## src/rtl/ghost_move_scheduler.sv

```systemverilog
// Time-multiplexes one shared ghost controller across NUM_GHOSTS ghosts, one pass per game tick.
// Optional feature macro: GHOST_FREEZE_EN (adds freeze_mask; frozen ghosts are skipped).
//
// state     | meaning
// S_IDLE    | waiting for tick; loads accepted here only
// S_PRESENT | drive ghost idx onto ctrl_* (or skip a frozen ghost)
// S_WAIT    | hold ctrl_* stable while the controller computes
// S_APPLY   | capture ctrl_dir, move ghost idx, advance idx
// S_DONE    | one-cycle frame_done pulse
module ghost_move_scheduler #(
   parameter int NUM_GHOSTS = 4,
   parameter int STEP       = 1,
   parameter int CTRL_LAT   = 2,
   parameter int X_W        = 11,
   parameter int Y_W        = 10
) (
   input  logic                    clk,
   input  logic                    rst_n,
   input  logic                    tick,
   input  logic [X_W-1:0]          pacman_x,
   input  logic [Y_W-1:0]          pacman_y,
   input  logic                    load,
   input  logic [2:0]              load_idx,
   input  logic [X_W-1:0]          load_x,
   input  logic [Y_W-1:0]          load_y,
`ifdef GHOST_FREEZE_EN
   input  logic [NUM_GHOSTS-1:0]   freeze_mask,
`endif
   output logic [X_W-1:0]          ctrl_ghost_x,
   output logic [Y_W-1:0]          ctrl_ghost_y,
   output logic [X_W-1:0]          ctrl_pac_x,
   output logic [Y_W-1:0]          ctrl_pac_y,
   output logic [3:0]              ctrl_prev_dir,
   input  logic [3:0]              ctrl_dir,
   output logic [NUM_GHOSTS*X_W-1:0] ghost_x_flat,
   output logic [NUM_GHOSTS*Y_W-1:0] ghost_y_flat,
   output logic [NUM_GHOSTS*4-1:0]   ghost_dir_flat,
   output logic                    busy,
   output logic                    frame_done,
   output logic                    overrun
);

   localparam logic [2:0] S_IDLE    = 3'd0;
   localparam logic [2:0] S_PRESENT = 3'd1;
   localparam logic [2:0] S_WAIT    = 3'd2;
   localparam logic [2:0] S_APPLY   = 3'd3;
   localparam logic [2:0] S_DONE    = 3'd4;

   localparam int IDX_W = (NUM_GHOSTS > 1) ? $clog2(NUM_GHOSTS) : 1;
   localparam int CNT_W = (CTRL_LAT > 1) ? $clog2(CTRL_LAT) : 1;

   logic [2:0]       r_state;
   logic [IDX_W-1:0] r_idx;
   logic [CNT_W-1:0] r_cnt;
   logic [X_W-1:0]   r_gx [NUM_GHOSTS];
   logic [Y_W-1:0]   r_gy [NUM_GHOSTS];
   logic [3:0]       r_gd [NUM_GHOSTS];
   logic [X_W-1:0]   r_ctrl_gx, r_ctrl_px;
   logic [Y_W-1:0]   r_ctrl_gy, r_ctrl_py;
   logic [3:0]       r_ctrl_pd;
   logic             r_ovr;

   logic             w_frozen, w_last, w_load_ok, w_onehot;
   logic [IDX_W-1:0] w_lidx;
   logic [X_W:0]     w_xsum, w_xdif;
   logic [Y_W:0]     w_ysum, w_ydif;
   logic [X_W-1:0]   w_nx;
   logic [Y_W-1:0]   w_ny;

`ifdef GHOST_FREEZE_EN
   logic [NUM_GHOSTS-1:0] r_freeze;
   assign w_frozen = r_freeze[r_idx];
`else
   assign w_frozen = 1'b0;
`endif

   assign w_last    = (r_idx == IDX_W'(NUM_GHOSTS - 1));
   assign w_load_ok = ({1'b0, load_idx} < 4'(NUM_GHOSTS));
   assign w_lidx    = load_idx[IDX_W-1:0];
   assign w_onehot  = (ctrl_dir == 4'b0001) || (ctrl_dir == 4'b0010) ||
                      (ctrl_dir == 4'b0100) || (ctrl_dir == 4'b1000);

   // One extra bit catches carry/borrow so moves clamp at the screen edges instead of wrapping.
   assign w_xsum = {1'b0, r_ctrl_gx} + (X_W+1)'(STEP);
   assign w_xdif = {1'b0, r_ctrl_gx} - (X_W+1)'(STEP);
   assign w_ysum = {1'b0, r_ctrl_gy} + (Y_W+1)'(STEP);
   assign w_ydif = {1'b0, r_ctrl_gy} - (Y_W+1)'(STEP);

   always_comb begin
      w_nx = r_ctrl_gx;
      w_ny = r_ctrl_gy;
      case (ctrl_dir)
         4'b0001: w_nx = w_xsum[X_W] ? '1 : w_xsum[X_W-1:0];
         4'b1000: w_nx = w_xdif[X_W] ? '0 : w_xdif[X_W-1:0];
         4'b0100: w_ny = w_ysum[Y_W] ? '1 : w_ysum[Y_W-1:0];
         4'b0010: w_ny = w_ydif[Y_W] ? '0 : w_ydif[Y_W-1:0];
         default: ;
      endcase
   end

   always_ff @(posedge clk or negedge rst_n) begin
      if (!rst_n) begin
         r_state   <= S_IDLE;
         r_idx     <= '0;
         r_cnt     <= '0;
         r_ctrl_gx <= '0;
         r_ctrl_gy <= '0;
         r_ctrl_px <= '0;
         r_ctrl_py <= '0;
         r_ctrl_pd <= '0;
         r_ovr     <= 1'b0;
`ifdef GHOST_FREEZE_EN
         r_freeze  <= '0;
`endif
         for (int i = 0; i < NUM_GHOSTS; i++) begin
            r_gx[i] <= '0;
            r_gy[i] <= '0;
            r_gd[i] <= '0;
         end
      end else begin
         if (tick && (r_state != S_IDLE))
            r_ovr <= 1'b1;
         case (r_state)
            S_IDLE: begin
               // Load is written before PRESENT reads the array, so a same-cycle tick sees it.
               if (load && w_load_ok) begin
                  r_gx[w_lidx] <= load_x;
                  r_gy[w_lidx] <= load_y;
               end
               if (tick) begin
                  r_ctrl_px <= pacman_x;
                  r_ctrl_py <= pacman_y;
                  r_idx     <= '0;
`ifdef GHOST_FREEZE_EN
                  r_freeze  <= freeze_mask;
`endif
                  r_state   <= S_PRESENT;
               end
            end
            S_PRESENT: begin
               if (w_frozen) begin
                  r_idx   <= w_last ? r_idx : r_idx + 1'b1;
                  r_state <= w_last ? S_DONE : S_PRESENT;
               end else begin
                  r_ctrl_gx <= r_gx[r_idx];
                  r_ctrl_gy <= r_gy[r_idx];
                  r_ctrl_pd <= r_gd[r_idx];
                  r_cnt     <= CNT_W'(CTRL_LAT - 1);
                  r_state   <= S_WAIT;
               end
            end
            S_WAIT: begin
               if (r_cnt == '0)
                  r_state <= S_APPLY;
               else
                  r_cnt <= r_cnt - 1'b1;
            end
            S_APPLY: begin
               if (w_onehot) begin
                  r_gx[r_idx] <= w_nx;
                  r_gy[r_idx] <= w_ny;
                  r_gd[r_idx] <= ctrl_dir;
               end
               r_idx   <= w_last ? r_idx : r_idx + 1'b1;
               r_state <= w_last ? S_DONE : S_PRESENT;
            end
            S_DONE:  r_state <= S_IDLE;
            default: r_state <= S_IDLE;
         endcase
      end
   end

   generate
      for (genvar g = 0; g < NUM_GHOSTS; g++) begin : g_flat
         assign ghost_x_flat[g*X_W +: X_W] = r_gx[g];
         assign ghost_y_flat[g*Y_W +: Y_W] = r_gy[g];
         assign ghost_dir_flat[g*4 +: 4]   = r_gd[g];
      end
   endgenerate

   assign ctrl_ghost_x  = r_ctrl_gx;
   assign ctrl_ghost_y  = r_ctrl_gy;
   assign ctrl_pac_x    = r_ctrl_px;
   assign ctrl_pac_y    = r_ctrl_py;
   assign ctrl_prev_dir = r_ctrl_pd;
   assign busy          = (r_state != S_IDLE);
   assign frame_done    = (r_state == S_DONE);
   assign overrun       = r_ovr;

endmodule

```

## config.mk

```make
export PLATFORM = sky130hd
export DESIGN_NAME = ghost_move_scheduler
export DESIGN_NICKNAME = d
export VERILOG_FILES = /design/src/rtl/ghost_move_scheduler.sv
export SDC_FILE = /design/constraint.sdc
export NUM_CORES = 1
export LEC_CHECK = 0
export ABC_AREA = 1
export BUFFER_PORTS_ARGS = -buffer_cell sky130_fd_sc_hd__buf_2
export CORE_ASPECT_RATIO = 0.9
export CORE_MARGIN = 5
export CORE_UTILIZATION = 50
export CTS_CLUSTER_SIZE = 12
export DETAILED_ROUTE_END_ITERATION = 10
export PLACE_DENSITY = 0.76
export SYNTH_ARGS = -nofsm -noshare
export SYNTH_HDL_FRONTEND = slang
export SYNTH_SLANG_ARGS = --single-unit
```

## constraint.sdc

```tcl
create_clock -name clk -period 3.5 [get_ports clk]
set_clock_uncertainty 0.2 [all_clocks]
set_input_delay 0.875 -clock clk [delete_from_list [all_inputs] [get_ports clk]]
set_output_delay 0.875 -clock clk [all_outputs]
set_load 0.03 [all_outputs]
```

* After elaboration in Yosys (flattened, before gate mapping) *
Cells that the tools add are included.

word-level totals
  bits in registers = 153
  input port bits = 53
  output and inout bits = 149

cells by class
  $add $sub $neg = 6
  $lt $le $gt $ge = 5
  equality and inequality tests = 14
  muxes and demuxes = 45
  bitwise gates (word level) = 2
  reduce and logical (&&, ||, !) cells = 16

operator list
  operator               number
  $bwmux 44              2
  $mux 44                2
  $pmux 44 s2            1
  $bwmux 40              2
  $mux 40                2
  $pmux 40 s2            1
  $mux 11                6
  $mux 10                6
  $demux 11 s2           2
  $demux 10 s2           2
  $bmux 11 s2            1
  $pmux 11 s2            1
  $bmux 10 s2            1
  $pmux 10 s2            1
  $bwmux 16              1
  $add 11x1->12 const B  1
  $mux 4                 3
  $pmux 3 s4             1
  $sub 11x1->12 const B  1
  $add 10x1->11 const B  1
  $sub 10x1->11 const B  1
  $ne 2x2->1 const B     5
  $mux 3                 3
  $bmux 4 s2             1
  26 further kinds       40

* Depth between registers and ports, before layout *
Gate-level depths: netlist (run 1).

  word-level depth = 8
  depth in mapped cells = 11
  mapped depth without buffers = 10

* Worst setup path after synthesis (run 1) *
OpenSTA, ideal clock, no wires.

  kind = input port to flip-flop
  from = input ctrl_dir[2]
  to = register r_gx (netlist bit ghost_x_flat[12])
  setup time = 121 ps
  arrival time = 2004 ps
  data required time = 3179 ps
  setup slack = 1175 ps
  stages on the path = 9
  buffers on the path = 1
  cells stage by stage = nor2_1 > nand3_2 > nand2_2 > nor2_2 > a21oi_4 > nand2_4 > buf_2 > nor2_1 > a21boi_1

between the ends
  longest elaborated chain between the ends = 6
  elaborated cells between the ends (all ways) = 13
  classes of those cells = 5 x eq/ne; 4 x mux; 4 x reduce/logical

ends and longest elaborated chain
  element                                            RTL line  source
  from (decl)                                        34        input logic [3:0] ctrl_dir,
  branches (longest 6 deep; another with $bwmux 44)  -
  to (signal, indexed assignment)                    127       r_gx[w_lidx] <= load_x;
  to (signal, indexed assignment)                    160       r_gx[r_idx] <= w_nx;
  to (decl)                                          55        logic [X_W-1:0] r_gx [NUM_GHOSTS];

Parallel ways; which one is timed is not known. The select of a mux whose other input is x is not followed.
A chain may end at the register's enable or synchronous reset.

* Worst setup path after layout (run 1) *
  from = register r_idx[1]
  to = register r_gd (netlist bit ghost_dir_flat[5])

between the ends
  longest elaborated chain between the ends = 6
  elaborated cells between the ends (all ways) = 7
  classes of those cells = 2 x order compare; 3 x mux; 1 x bitwise; 1 x reduce/logical

ends and longest elaborated chain
  element                                                                RTL line  source
  from (decl)                                                            53        logic [IDX_W-1:0] r_idx;
  from (signal assigned)                                                 142       r_idx <= w_last ? r_idx : r_idx + 1'b1;
  from (signal assigned)                                                 164       r_idx <= w_last ? r_idx : r_idx + 1'b1;
  $not 2->3 (implied by the code) *                                      162       r_gd[r_idx] <= ctrl_dir;
  $ge 3x3->1 (implied by the code) / $lt 3x1->1 (equally long branches)  162
  $logic_and 1x1->1 (implied by the code)                                162
  $mux 4 (implied by the code)                                           162
  $demux 4 s2 *                                                          162
  $bwmux 16 *                                                            162
  to (signal, indexed assignment)                                        162
  to (decl)                                                              57        logic [3:0] r_gd [NUM_GHOSTS];

Mark *: on every way between the ends. The rest lies on a longest branch, timed or not.

==> results of run 1 <==
critical path, cell delays in order, from the launching register on:
cell and delay, ps:
dfrtp_1 380, clkinv_1 50, buf_4 380, ha_1 240
inv_1 50, nor2_1 730, nand2_1 410, o21ai_0 280
cells by family after synthesis:
kind of cell | after synthesis | share of synthesized area (%)
fa+ha+maj | 8 | 1.056
xor+xnor | 8 | 0.7393
mux | 21 | 2.495
compound gates | 243 | 15.39
flops | 153 | 40.40
simple gates | 656 | 29.11
buf+inv | 243 | 10.81
worst max path at each step:
stage | endpoint | depth (start not counted)
5_1_grt | ghost_dir_flat[5] | 8
6_report | ghost_dir_flat[5] | 7
2_1_floorplan | ghost_x_flat[12] | 9
3_5_place_dp | ghost_y_flat[13] | 9
3_3_place_gp | ghost_x_flat[24] | 9
4_1_cts | ghost_dir_flat[5] | 7
metal layers:
metal  vias to the layer above  track usage [%]
met4                         2            10.46
met5                         -                0
met1                      4637            40.30
li1                       4628                -
met3                        88            6.129
met2                       600            44.54
cell usage in the layout (no fill, tap or decap), drive strengths merged:
| cell type | count |
|---|---|
| a21boi | 76 |
| a21o | 1 |
| a21oi | 55 |
| a31oi | 26 |
| buf | 226 |
| bufinv | 2 |
| clkbuf | 22 |
| clkinv | 11 |
| clkinvlp | 1 |
| dfrtp | 153 |
| ha | 8 |
| inv | 168 |
| mux2 | 21 |
| nand2 | 237 |
| nand3 | 146 |
| nand3b | 3 |
| nand4 | 7 |
| nor2 | 239 |
| nor3 | 22 |
| o211ai | 1 |
| o21ai | 84 |
| or2 | 2 |
| xnor2 | 1 |
| xor2 | 7 |
power by group through the flow:
stage	Combinational, mW	Clock (mW)	Sequential [mW]
finish	6.83	1.87	3.48
global route	7.44	1.96	3.58
CTS	6.81	1.88	3.46
detailed placement	6.77	0	3.48
global placement	6.62	0	3.46
floorplan	3.40	0	4.84
cell type report:
| cell class | count | area share [%] |
|---|---|---|
| Multi-Input combinational cell | 936 | 41.29 |
| Sequential cell | 153 | 34.19 |
| Timing Repair Buffer | 226 | 10.83 |
| Inverter | 172 | 5.765 |
| Clock buffer | 22 | 4.145 |
| Tap cell | 245 | 2.737 |
| Clock inverter | 10 | 1.050 |
synth_stat cells, drive strengths merged:
cell / instances / area, um2
mux2: 21 / 236.5
a31oi: 26 / 162.7
or2: 2 / 12.51
a21boi: 76 / 570.6
buf: 29 / 220.2
a21oi: 55 / 290.3
clkbuf: 42 / 158.9
clkinv: 5 / 18.77
xor2: 7 / 61.31
xnor2: 1 / 8.760
inv: 167 / 626.9
ha: 8 / 100.1
nand3: 146 / 740.7
a21o: 1 / 7.510
nand4: 7 / 43.79
dfrtp: 153 / 3829
o211ai: 1 / 7.510
nor3: 22 / 110.1
nand3b: 3 / 22.52
o21ai: 84 / 420.4
nor2: 239 / 902.1
nand2: 237 / 927.1
flip-flops by register name (all words and copies together), names as in the netlist:
signal          cells
ghost_dir_flat     16
overrun             1
ctrl_ghost_x       11
r_state             3
r_cnt               1
r_idx               2
ctrl_pac_y         10
ghost_x_flat       44
ctrl_pac_x         11
ctrl_ghost_y       10
ctrl_prev_dir       4
ghost_y_flat       40
per-stage QoR:
| stage | worst slack, ps | cell area (um2) |
|---|---|---|
| finish | 671.8 | 11200 |
| global route | 546.7 | 11200 |
| detailed placement | 459.1 | 10620 |
| CTS | 813.5 | 11200 |
| floorplan | 1175 | 9478 |
| global placement | 574.5 | 10620 |
==> metrics.txt, run 1 <==
status finished clean; setup bufs post-CTS 0; DR vias 9955; worst-margin pin slew 956.4 ps; uppermost layer routed met5; R2R cell count 7; post_cts resized 0; sequential share of the synthesized area 40.40%; Worst EP arrival 2970 ps; post-route antenna net violation count 0; Worst VDD drop 0.5610 mV; Die W 155.1 um; crit start category flip-flop; Fin Hold WS 138.8 ps; final hold viol count 0; Pint 5.846 mW; core footprint 0.01852 mm2; Core Rows 47; Inserted Clock Buffers 17; flop2flop setup slack 670 ps; Comb pwr share 56.1%; Initial Util 51.17%; grt total ovfl 0; Yosys cell types 31; nets@finish 1567; metal3 WL 3.697 mm; Cells after DPL 1732; Setup Viol. Count Final 0; maxcap violations 0; leak pwr 5.908 nW; Routed WL 31.75 mm; final period demand of the worst path 2828 ps; Mapped Cells 1332; CP Launch Point r_idx[1]; Worst R2R End ghost_dir_flat[5]; sw frac 52.01%; Syn Nets 1393; fill count 1707; met1 WL 13.03 mm; Psw 6.335 mW; Vias/cell 5.643; Sequential Area 0.003829 mm2; Tot Pwr 12.18 mW; Cell Count, Final, Fillers Out 1764; RR Startpoint r_idx[1]; PwrDens 1088 mW/mm2; antenna fix cells 0; CTS Sinks 153; initial antenna violation count 1; initial DRC count 1127; Final Cycle Share 80.81%; Worst Path Required 3640 ps; final core utilization 60.46%; crit path kind flip-flop to flip-flop; final setup TNS 0 ps; share of layout cells above drive strength 1 19.16%; FF+latch count, synth 153; Max FO, Critical Path 28; Worst-Skew Late Latency 440 ps; hold buffers post-CTS 0; gr usage total 28.87%; Chip Height 140.6 um; RSZ-0062 raised after global routing false; synthesized cell area 0.009478 mm2; Fmax 353.6 MHz; Reg clk slew, reported paths 70 ps; synthesized area per cell 7.115 um2; power share of the clock group 15.3%; drt drc 0; H-tree Lvls 4; YS warnings 0; DR WL/cell 18.00 um; Slew Viols, Final 0; area of the multi-input gates 0.004624 mm2; Reg power frac 28.6%; met2 wire len 14.18 mm; P&R area growth vs syn 18.17%; die area 0.02181 mm2; dpl hpwl 21.75 mm; Slew HR 36.00%; largest net degree at the start of global routing 61; clock root cell clkbuf_16; first-pass GRT wire length 50.39 mm; # port buffers 201; Min-Delay Path Class primary input to asynchronous set/reset pin; routability cong. 0.9582; DRT Pass-1 Iters 5; I/O pin cnt 202; vias in the first global route 9412; CTS tree done; Crit. End Element flip-flop; Max clock buf depth 2
(Power assumes the default switching activity.)
==> run 2, diff against run 1 <==
ABC_AREA = 0   (was 1)
PLACE_DENSITY = 0.77   (was 0.76)
clock period = 2.9 ns   (was 3.5 ns; I/O delays follow)
==> run 2 against run 1 <==
- area after synthesis is 12% lower
- via count is 20% lower
- sequential power is 20% higher
- critical path type unchanged
- first-iteration DRC count is 12% lower
- global-route usage is 0.82 points higher
- register-to-register slack worse by 490 ps
- sequential share of layout area is 2.0 points higher
- worst hold slack worse by 110 ps
- wire length is 8.6% lower
- final cell count is 30% lower
- flip-flop and latch count stayed put
- highest routed layer is now met4
- clock-buffer cell count is 4 lower
==> metrics.txt, run 2 <==
status finished clean; sw frac 47.95% (-4.1 points); Die W 145.9 um (-5.9%); # port buffers 201 (unchanged); FF+latch count, synth 153 (unchanged); top-count cell post-synth dfrtp_1; hold buffers post-CTS 0 (unchanged); RR Startpoint ctrl_ghost_y[0]; final hold viol count 0 (unchanged); Final Cycle Share 93.74% (+13 points); largest area contributor in the netlist dfrtp_1; I/O pin cnt 202 (unchanged); YS warnings 0 (unchanged); highest-count cells in the layout ignoring fill and taps 200 x buf_2, 152 x dfrtp_1, 82 x buf_4; Synth top area share 46.06% (+5.7 points); DR vias 7915 (-20%); vias in the first global route 7640 (-19%); Inserted Clock Buffers 17 (unchanged); Worst-Skew Late Latency 430 ps (about the same); routability cong. 0.9955 (+3.9%); Initial Util 51.18% (about the same); Psw 6.693 mW (+5.7%); H-tree Lvls 4 (unchanged); maxcap violations 0 (unchanged); commonest non-fill, non-tap cell in the layout buf_2; post-route antenna net violation count 0 (unchanged); DRT Pass-1 Iters 7 (+2); gr usage total 29.69% (+0.82 points); P&R area growth vs syn 27.34%; FFs w/ async S/R, synth 100.0% (unchanged); Mapped Cells 765 (-43%); Chip Height 132.3 um (-5.9%); Setup Viol. Count Final 0 (unchanged); dpl hpwl 20.78 mm (-4.5%); Core Rows 44 (-6.4%); final setup margin 181.6 ps (-490.2 ps); final period demand of the worst path 2718 ps (-109.8 ps); Crit. End Element flip-flop; worst-margin pin slew 698.0 ps (-258.4 ps); max FFs per register 44 (unchanged); Syn Nets 826 (-41%); Reg clk slew, reported paths 70 ps (about the same); fill count 1325 (-22%); CP Launch Point ctrl_ghost_y[0]; nets@finish 1069 (-32%); grt total ovfl 0 (unchanged); crit path kind flip-flop to flip-flop; Yosys cell types 72 (+130%); Min-Delay Path Class primary input to asynchronous set/reset pin; Max FO, Critical Path 6 (-79%); Reg power frac 30.0% (+1.4 points); PwrDens 1319 mW/mm2 (+21%); drt drc 0 (unchanged); sequential share of the synthesized area 46.06% (+5.7 points); Worst VDD drop 0.6554 mV (+17%); die area 0.01931 mm2 (-11%); initial DRC count 988 (-12%); main area contributors after synthesis dfrtp_1 46%, mux2_2 7.7%, mux4_2 6.8%; flop2flop setup slack 180 ps (-490 ps); largest net degree at the start of global routing 57 (-6.6%); Post-synth EDFFs 0 (unchanged); first-pass GRT wire length 45.09 mm (-11%); crit start category flip-flop; post_cts resized 0 (unchanged); global routing usage on met1 41.17% (+0.87 points); Worst Path Required 3000 ps (-640 ps); Pint 7.265 mW (+24%); Worst R2R End ghost_y_flat[36]; share of layout cells above drive strength 1 42.31% (+23 points); most used flip-flop cell after synthesis dfrtp_1; Synth top cells by count 153 x dfrtp_1, 64 x nand2_1, 57 x mux2_2; leak pwr 4.769 nW (-19%); RSZ-0062 raised after global routing false; pre-CTS worst setup slack 95.39 ps (-363.7 ps); Vias/cell 6.435 (+14%); Routed WL 29.01 mm (-8.6%); Comb pwr share 53.3% (-2.8 points); initial antenna violation count 2 (+1); Setup crit end ghost_y_flat[36]; DR WL/cell 23.59 um (+31%); synthesized cell area 0.008312 mm2 (-12%); power share of the clock group 16.7% (+1.4 points); grt met2 use 45.52% (+0.97 points); Slew HR 53.32% (+17 points); Slew Viols, Final 0 (unchanged); Max clock buf depth 2 (unchanged); core footprint 0.01624 mm2 (-12%); R2R cell count 9 (+2); CTS tree done; setup bufs post-CTS 0 (unchanged); GRT Max-Usage Layer met2; met3 usage 7.494% (+1.4 points); synthesized area per cell 10.86 um2 (+53%); clock root cell clkbuf_16; final setup TNS 0 ps (unchanged); CTS Sinks 153 (unchanged); Worst EP arrival 2820 ps (-150 ps); Fmax 367.9 MHz (+4.0%)
## run 2: changes by cell type after synthesis, moves of 17 or more
cell | previous run | this run
a22oi_1 | 0 | 55
o211ai_1 | 1 | 18
a31oi_1 | 26 | 8
inv_1 | 167 | 11
nand3_1 | 144 | 24
a21oi_1 | 53 | 18
o21ai_0 | 83 | 55
clkbuf_1 | 41 | 23
mux4_2 | 0 | 25
mux2_2 | 21 | 57
a21boi_1 | 76 | 0
nand2_1 | 230 | 64
nor2_1 | 237 | 30
o21ai_1 | 1 | 34
## run 2: worst max-delay path, cell delays in order (launching register included)
cell and delay (ps):
dfrtp_1 470, inv_1 150, ha_1 260, nand2_1 220, o31ai_2 490, buf_4 220, nor3_1 50, a211oi_1 260
buf_4 180, o211ai_1 80
## run 2: stage by stage
step / utilization, % / area, um2 / cells / total power [mW] / hold WS (ps)
after global routing: 65.17 / 10580 / 1230 / 14.63 / 41.49
after detailed placement: 61.28 / 9952 / 1196 / 11.54 / 245.8
final: 65.17 / 10580 / 1230 / 13.96 / 28.35
after floorplan: - / 8312 / 765 / 8.999 / 229.4
after CTS: 65.11 / 10570 / 1228 / 13.92 / 30.94
after global placement: 61.28 / 9952 / 1196 / 11.38 / 235.8
## run 2: logic make-up after synthesis
kind of cell / synth area share (%)
multiplexers: 14.98
XOR/XNOR: 1.159
flip-flops: 46.06
AND/OR/NAND/NOR: 13.22
AO/OA/AOI/OAI: 19.12
buffers and inverters: 4.260
adder cells (fa/ha/maj): 1.204
## run 2: final cells by class
| class | count | area, um2 | area share [%] |
|---|---|---|---|
| clock buffers | 18 | 439.2 | 4.149 |
| well taps | 207 | 259.0 | 2.447 |
| clock inverters | 14 | 182.7 | 1.726 |
| multi-input cells | 539 | 4139 | 39.11 |
| diodes | 2 | 5.005 | 0.04729 |
| repair buffers | 286 | 1688 | 15.95 |
| flip-flops and latches | 153 | 3830 | 36.19 |
| inverters | 11 | 41.29 | 0.3901 |
## run 2: worst min-delay path by stage
stage / startpoint / to / slack, ps / cells past startpoint
floorplan: rst_n / ctrl_ghost_x[0] / 230 / 0
detailed placement: overrun / overrun / 250 / 1
finish: rst_n / ctrl_ghost_x[5] / 30 / 1
global route: rst_n / ctrl_ghost_x[5] / 40 / 1
global placement: overrun / overrun / 240 / 1
CTS: rst_n / ctrl_ghost_x[5] / 30 / 1
## run 2: layer usage
layer  wire length [um]  part of all wire [%]
met1              11660                    40
met5                  0                     0
met3               3061                    11
met2              13600                    47
met4                698                   2.4
## run 2: power by group through the flow
stage	clock (mW)	combinational (mW)	sequential (mW)
2_1_floorplan	0	3.29	5.71
6_report	2.33	7.44	4.19
4_1_cts	2.36	7.41	4.15
3_3_place_gp	0	7.25	4.13
5_1_grt	2.45	7.87	4.30
3_5_place_dp	0	7.38	4.16
